### config.mk
export PLATFORM = sky130hd
export DESIGN_NAME = johnson_seq_monitor
export DESIGN_NICKNAME = d
export VERILOG_FILES = /design/src/rtl/johnson_seq_monitor_pkg.sv /design/src/rtl/johnson_seq_monitor_decode.sv /design/src/rtl/johnson_seq_monitor.sv
export SDC_FILE = /design/constraint.sdc
export NUM_CORES = 1
export LEC_CHECK = 0
export ABC_AREA = 1
export BUFFER_PORTS_ARGS = -buffer_cell sky130_fd_sc_hd__buf_2
export CORE_MARGIN = 4
export CORE_UTILIZATION = 52
export CTS_BUF_LIST = sky130_fd_sc_hd__clkbuf_8
export DETAILED_ROUTE_END_ITERATION = 7
export PLACE_DENSITY = 0.77
export SETUP_SLACK_MARGIN = 0.4
export SYNTH_ARGS = -nofsm -noshare
export SYNTH_HDL_FRONTEND = slang
export SYNTH_HIERARCHICAL = 1
export SYNTH_SLANG_ARGS = --single-unit
### constraint.sdc
create_clock -name clk -period 2.5 [get_ports clk]
set_clock_uncertainty 0.15 [all_clocks]
set_input_delay 0.25 -clock clk [delete_from_list [all_inputs] [get_ports clk]]
set_output_delay 0.25 -clock clk [all_outputs]
set_load 0.03 [all_outputs]
### src/rtl/johnson_seq_monitor_pkg.sv
// Shared definitions for the Johnson counter sequence monitor.
// Holds the FSM encoding, default sizes and the code-to-index lookup.
// Pure declarations, no state.
package johnson_seq_monitor_pkg;

    localparam int N_DEF        = 4;
    localparam int LOCK_CNT_DEF = 3;

    localparam logic [1:0] SEARCH = 2'd0;
    localparam logic [1:0] LOCKED = 2'd1;
    localparam logic [1:0] FAULT  = 2'd2;

    typedef struct packed {
        logic       legal;
        logic [3:0] idx;
    } jdec_t;

    // Code is zero-extended to 8 bits so one function serves any N up to 8.
    // Index k<=n: top k bits set; k>n: top k-n bits clear, rest set.
    function automatic jdec_t johnson_lookup(input logic [7:0] code, input int n);
        jdec_t      r;
        logic [7:0] pat;
        r.legal = 1'b0;
        r.idx   = 4'd0;
        for (int k = 0; k < 16; k++) begin
            if (k < 2 * n) begin
                pat = 8'd0;
                for (int b = 0; b < 8; b++) begin
                    if (b < n) begin
                        pat[b] = (k <= n) ? (b >= n - k) : (b < 2 * n - k);
                    end
                end
                if ((code == pat) && !r.legal) begin
                    r.legal = 1'b1;
                    r.idx   = 4'(k);
                end
            end
        end
        return r;
    endfunction

endpackage

### src/rtl/johnson_seq_monitor_decode.sv
// Combinational Johnson code decoder: legal bit, phase index, one-hot phase.
// Latency: zero cycles (pure combinational).
// Backpressure: none; output follows the input code directly.
module johnson_decode
    import johnson_seq_monitor_pkg::*;
#(
    parameter int N = N_DEF
) (
    input  logic [N-1:0]   code,
    output logic           legal,
    output logic [3:0]     idx,
    output logic [2*N-1:0] onehot
);

    logic [7:0] code_ext;
    jdec_t      dec;

    // Widen the code and look it up; one-hot is blanked on illegal codes.
    always_comb begin
        code_ext         = 8'd0;
        code_ext[N-1:0]  = code;
        dec              = johnson_lookup(code_ext, N);
        legal            = dec.legal;
        idx              = dec.idx;
        onehot           = '0;
        for (int i = 0; i < 2 * N; i++) begin
            onehot[i] = dec.legal && (dec.idx == 4'(i));
        end
    end

endmodule

### src/rtl/johnson_seq_monitor.sv
// Johnson counter sequence monitor: decode, lock, revolution count, error flag.
// Latency: one cycle; all outputs register on the edge that samples q_in with en=1.
// Backpressure: en=0 freezes all state and drops wrap; no flow control otherwise.
module johnson_seq_monitor
    import johnson_seq_monitor_pkg::*;
#(
    parameter int N        = N_DEF,
    parameter int LOCK_CNT = LOCK_CNT_DEF,
    parameter int CYC_W    = 8
) (
    input  logic             clk,
    input  logic             rst,
    input  logic             en,
    input  logic [N-1:0]     q_in,
    input  logic             err_clr,
    output logic [2*N-1:0]   phase,
    output logic [3:0]       phase_idx,
    output logic             legal,
    output logic             locked,
    output logic             seq_err,
    output logic             wrap,
    output logic [CYC_W-1:0] cyc_cnt
);

    logic [1:0]     state, state_nxt;
    logic [2:0]     match, match_nxt;
    logic           err_set, wrap_nxt;
    logic           dec_legal;
    logic [3:0]     dec_idx;
    logic [2*N-1:0] dec_onehot;
    logic [3:0]     succ_idx;
    logic           is_succ, is_stall;

    johnson_decode #(.N(N)) u_dec (
        .code   (q_in),
        .legal  (dec_legal),
        .idx    (dec_idx),
        .onehot (dec_onehot)
    );

    // phase_idx doubles as the reference index: it only moves on legal samples.
    always_comb begin
        succ_idx = (phase_idx == 4'(2 * N - 1)) ? 4'd0 : phase_idx + 4'd1;
        is_succ  = dec_legal && (dec_idx == succ_idx);
        is_stall = dec_legal && (dec_idx == phase_idx);
    end

    // Lock FSM: next state, match count, error and wrap events for this sample.
    always_comb begin
        state_nxt = state;
        match_nxt = match;
        err_set   = 1'b0;
        wrap_nxt  = 1'b0;
        case (state)
            SEARCH: begin
                if (!dec_legal) begin
                    state_nxt = FAULT;
                    err_set   = 1'b1;
                end else if (!is_stall) begin
                    match_nxt = is_succ ? match + 3'd1 : 3'd1;
                    if (match_nxt >= 3'(LOCK_CNT)) begin
                        state_nxt = LOCKED;
                    end
                end
            end
            LOCKED: begin
                if (!dec_legal) begin
                    state_nxt = FAULT;
                    err_set   = 1'b1;
                end else if (is_succ) begin
                    wrap_nxt = (dec_idx == 4'd0);
                end else if (!is_stall) begin
                    state_nxt = SEARCH;
                    match_nxt = 3'd1;
                    err_set   = 1'b1;
                end
            end
            FAULT: begin
                if (dec_legal) begin
                    state_nxt = SEARCH;
                    match_nxt = 3'd1;
                end
            end
            default: begin
                state_nxt = SEARCH;
                match_nxt = 3'd0;
            end
        endcase
    end

    // Sampled state and output registers; everything holds while en=0.
    always_ff @(posedge clk or negedge rst) begin
        if (!rst) begin
            state     <= SEARCH;
            match     <= 3'd0;
            phase     <= '0;
            phase_idx <= 4'd0;
            legal     <= 1'b0;
            locked    <= 1'b0;
            wrap      <= 1'b0;
            cyc_cnt   <= '0;
        end else if (en) begin
            state     <= state_nxt;
            match     <= match_nxt;
            phase     <= dec_onehot;
            phase_idx <= dec_legal ? dec_idx : phase_idx;
            legal     <= dec_legal;
            locked    <= (state_nxt == LOCKED);
            wrap      <= wrap_nxt;
            cyc_cnt   <= cyc_cnt + CYC_W'(wrap_nxt);
        end else begin
            wrap      <= 1'b0;
        end
    end

    // Sticky error flag; a fresh error beats a simultaneous clear.
    always_ff @(posedge clk or negedge rst) begin
        if (!rst) begin
            seq_err <= 1'b0;
        end else if (en && err_set) begin
            seq_err <= 1'b1;
        end else if (err_clr) begin
            seq_err <= 1'b0;
        end
    end

endmodule

# Yosys cells after proc, flatten, opt, wreduce, memory -nomap -nowiden
# Cells that the tools add are included.
# word_totals
regBits	29
in_bits	8
output_inout_bits	24
wordCells	106
# op_classes
n_addsub	3
magnitude_cmp	1
n_eq_ne	26
muxes	36
n_reduce_logical	31
# ops
op	n
$mux W5	8
$eq A4 B3 Y1 const B	6
$mux W3	7
$logic_and A1 B1 Y1	18
$eq A4 B4 Y1 const B	4
$mux W2	7
$eq A4 B2 Y1 const B	3
$mux W1	10
$pmux W3 S3	1
$add A8 B1 Y8	1
$eq A4 B1 Y1 const B	2
$eq A4 B4 Y1	2
$logic_not A4 Y1	2
$logic_not A1 Y1	7
$reduce_and A7 Y1	1
$ne A2 B1 Y1 const B	3
$ne A2 B2 Y1 const B	3
$pmux W2 S3	1
$add A4 B1 Y4 const B	1
$eq A2 B1 Y1 const B	2
$mux W4	1
$add A3 B1 Y3 const B	1
$ge A3 B2 Y1 const B	1
$eq A2 B2 Y1 const B	1
other kinds (4)	4

# Depth between registers and ports, before layout
# depth
word_depth	32
depth_mapped	17
ltp_nobuf	17

# By module
# Netlist, hierarchy kept.
# by_module_without_submodules
mod	n_inst	cells_each	area_per_inst_um2	seq_area_each_um2
johnson_seq_monitor	1	207	1699.1	725.7
johnson_decode	1	34	141.4	0.0

# Worst setup path after synthesis
# No wires, ideal clock.
# synth_path
kind	reg2reg
from	register phase_idx[0]
to	register cyc_cnt[7]
setup_time_ps	133
t_arrival_ps	2376
required_time_ps	2217
setup_slack_ps	-158
stages_incl_launch_ff	14
path_buffers	0
synth_period_minus_slack_ps	2658
cell_sequence	dfrtp_1 ha_1 nand2_1 nand2_1 nor2_2 nand3_4 nor2_8 nand3_2 nor2_1 ha_1 nand2_1 nor3_1 nand4_1 xnor2_1
# synth_via
elab_chain_cells	8
word_cells_on_any_way	9
classes_between	add/sub (2); eq/ne (2); mux (4); reduce/logical (1)
# synth_lines
element	line_no	text
start, declared	johnson_seq_monitor.sv:17	output logic [3:0] phase_idx,
start signal, assigned	johnson_seq_monitor.sv:106	phase_idx <= dec_legal ? dec_idx : phase_idx;
$add A4 B1 Y4 or $eq A4 B3 Y1 (tied branches)	johnson_seq_monitor.sv:43	succ_idx = (phase_idx == 4'(2 * N - 1)) ? 4'd0 : phase_idx + 4'd1;
$mux W4 (*)	johnson_seq_monitor.sv:43	
$eq A4 B4 Y1 (*)	johnson_seq_monitor.sv:44	is_succ = dec_legal && (dec_idx == succ_idx);
$logic_and A1 B1 Y1 (*)	johnson_seq_monitor.sv:44	
$mux W1 (*)	johnson_seq_monitor.sv:70	end else if (is_succ) begin
$mux W1 (*)	johnson_seq_monitor.sv:67	if (!dec_legal) begin
$mux W1 (*)	johnson_seq_monitor.sv:54	case (state)
$add A8 B1 Y8 (*)	johnson_seq_monitor.sv:110	cyc_cnt <= cyc_cnt + CYC_W'(wrap_nxt);
end signal, assigned	johnson_seq_monitor.sv:110	
end, declared	johnson_seq_monitor.sv:22	output logic [CYC_W-1:0] cyc_cnt
# Every way passes the cells marked *; elsewhere a longest branch is shown, timed or not.
# A chain may end at the register's enable or synchronous reset.

# Worst setup path after layout
# layout_path
from	register phase_idx[0]
to	register cyc_cnt[6]
# The elaborated chain is that of the path after synthesis.

==> flow_summary.toml <==
[min_path]
hold_path_depth = 2
hold_class = "input pin to flop"
holdPathEnd = "seq_err"
hold_path_startpoint = "err_clr"

[worst_setup_path]
reg2reg_from = "phase_idx[0]"
path_class = "flop to flop"
cp.required_ns = 2.50
end_kind = "flop"
worstPathCellList = "ha_4 -> nand2_2 -> nand2_2 -> nor2_4 -> nand3_4 -> nor2_8 -> nand3_4 -> nor2_2 -> ha_2 -> ha_4 -> and3_4 -> nand3_1 -> xnor2_1"
timing.rr.end = "cyc_cnt[6]"
startpoint = "phase_idx[0]"
cp_max_fo = 3
rrSetupSlack_ns = 0.19
reg2reg_depth = 13
cp_slowest_stage_delay_ns = 0.43
cp-start-kind = "flop"
cp_slowest_cell = "dfrtp_2"
crit_arrival_ns = 2.32

[power_and_ir_drop]
leakage_nw = 1.30
pwr_density_cell_nw_per_um2 = 598
fin_total_pwr_mw = 1.38
ir_drop_mv = 0.291

[place]
dp.cells = 322
pre_cts_ws_ns = 0.0100
port_buffers = 31
dp_hpwl_um = 2960
gp_congestion = 0.797

[run_status]
status = "complete, no violations"

[sta]
finalSetupTns_ns = 0
period_share_pct = 92.6
hold_slack_ns = 0.0399
slew_violations = 0
hold_viol_final = 0
rsz0062_at_grt = "yes"
finalSetupViolations = 0
relSlewSlack_pct = 57.6
max_freq_mhz = 432
tightestPinTransition_ns = 0.637
setup_slack_ns = 0.186
min_period_ns = 2.31

[die]
core-area_um2 = 3390
io_pins = 32
start_util_pct = 54.3
die_w_um = 67.5
die_area_um2 = 4560
die_h_um = 67.5
num_rows = 21

[yosys]
synth-edff-count = 0
synth_warnings = 6
synth.cell_area_um2 = 1840
seq_area_frac_synth_pct = 39.4
synth_common_cells = "nand2_1, dfrtp_1, inv_1"
async_reset_ff_share_pct = 100
synth.most_common_cell = "nand2_1"
synth.distinct_cells = 34
syn_inst = 241
yosys.area.top_type = "dfrtp_1"
synth.ff_latch_count = 29
synth_fp_nets = 257
syn_avg_cell_area_um2 = 7.64
synthFlopType = "dfrtp_1"
synth_top_area_share_pct = 39.4
synthTopCellsByArea = "dfrtp_1, nand2_1, inv_1, ha_1, nor2_1"

[detailed_routing]
met1Wirelength_um = 1700
met2_length_um = 2040
vias = 1717
dr_wl_met3_um = 239
via_per_inst = 5.14
drtAntennaViolNets = 0
firstDrtPassIters = 4
first_iter_violations = 60
top_layer = "met4"
wirelength_um = 4040
route.detailed.drc = 0
wl_per_cell_um = 12.1

[flow_run]
maxCapViolations = 0

[global_route]
grt_pass1_wl_um = 6820
grt_use_total_pct = 19.8
grt_pass1_vias = 1653
overflow = 0
grt_max_degree = 30
antenna_found_initial = 0

[finish]
insertedDiodeCount = 0
syn2layout_area_growth_pct = 25.2
num-fill-cells = 287
drive_gt1_share_pct = 31.6
fin_nets = 303
final_cell_count_no_fill = 334

[clock_network]
htree_levels = 2
cts_buffers = 5
clk_latency_ns = 0.28
ctsRootBufferMaster = "clkbuf_8"
clock_path_buffers = 2
cts_num_sinks = 29
clkTransAtPathRegs_ns = 0.06
cts_tree = "built"
-- through the flow --
step / utilization [%] / area [um^2]
CTS: 66.0 / 2240
finish: 68.0 / 2300
global placement: 62.6 / 2120
floorplan: - / 1870
global route: 68.0 / 2300
detailed placement: 62.6 / 2120
-- registers in the layout, summed over array words and instances, names as in the netlist --
register   count
locked         1
phase_idx      4
seq_err        1
match          3
cyc_cnt        8
phase          8
wrap           1
state          2
legal          1
-- layer usage --
metal / global-route usage, % / vias up
met5: 0 / -
met4: 6.84 / 0
met3: 4.99 / 6
met2: 33.8 / 46
met1: 24.1 / 815
li1: - / 850
-- logic make-up after synthesis --
| family | share of synthesized area, % |
|---|---|
| simple gates | 36.4 |
| buf+inv | 8.16 |
| flops | 39.4 |
| compound gates | 7.00 |
| fa+ha+maj | 5.44 |
| xor+xnor | 3.33 |
| other cells | 0.204 |
-- worst max-delay path: cells and delay by family (launching register included) --
family / cells / cell delay [ns]
DFF: 1 / 0.43
xor gates and xnor gates: 1 / 0.14
and+or+nand+nor: 9 / 0.88
adders and majority gates: 3 / 0.60
-- cell type report --
cell class              count  area, um^2  share of cell area, %
inverters                  34         130                   5.65
flip-flops and latches     29         728                   31.6
repair buffers             43         255                   11.1
multi-input cells         174        1050                   45.6
well taps                  46        57.6                   2.50
clock buffers               5        68.8                   2.99
clock inverters             3        13.8                  0.598
-- cells in the final DEF (no fill, tap or decap), types with 2 or more instances in the layout --
cell type / synthesis / layout
ha_4: 0 / 2
buf_2: 1 / 31
xor2_1: 4 / 4
nand2_2: 3 / 8
o21ai_1: 5 / 6
a21oi_1: 3 / 3
nand2_1: 82 / 77
dfrtp_2: 0 / 2
clkbuf_8: 0 / 5
nand3_2: 5 / 4
nand4_1: 6 / 6
nor2_1: 17 / 14
xnor2_1: 3 / 3
nor2_2: 2 / 4
o31ai_2: 2 / 2
nand3_1: 11 / 11
ha_1: 8 / 5
inv_1: 28 / 27
inv_2: 4 / 6
clkinv_2: 0 / 2
nand3_4: 3 / 4
dfrtp_1: 29 / 27
o21ai_0: 8 / 7
buf_4: 1 / 10
-- how the worst max path moves through the flow --
stage                 end  slack [ns]  depth (start not counted)
2_1_floorplan  cyc_cnt[6]        0.04                         13
3_3_place_gp   cyc_cnt[7]        0.10                         17
3_5_place_dp   cyc_cnt[6]        0.01                         17
4_1_cts        cyc_cnt[5]        0.16                         14
5_1_grt        cyc_cnt[5]        0.09                         14
6_report       cyc_cnt[6]        0.19                         13
-- power by group --
group / internal (mW) / switching (mW) / leakage [nW]
Sequential: 0.509 / 0.0474 / 0.389
Combinational: 0.163 / 0.298 / 0.863
Clock: 0.188 / 0.173 / 0.0491
Total: 0.860 / 0.518 / 1.30
-- repair_timing --
| action | in CTS | in global routing |
|---|---|---|
| gates resized for setup | 4 | 16 |
| buffers inserted | 2 | 1 |
| setup endpoints to repair | 7 | 11 |
| hold endpoints to repair | 29 | 0 |
| pin swaps | 1 | 6 |
| gates cloned | 0 | 0 |
| hold buffers | 1 | 0 |
Power figures use the tool's default switching activity.
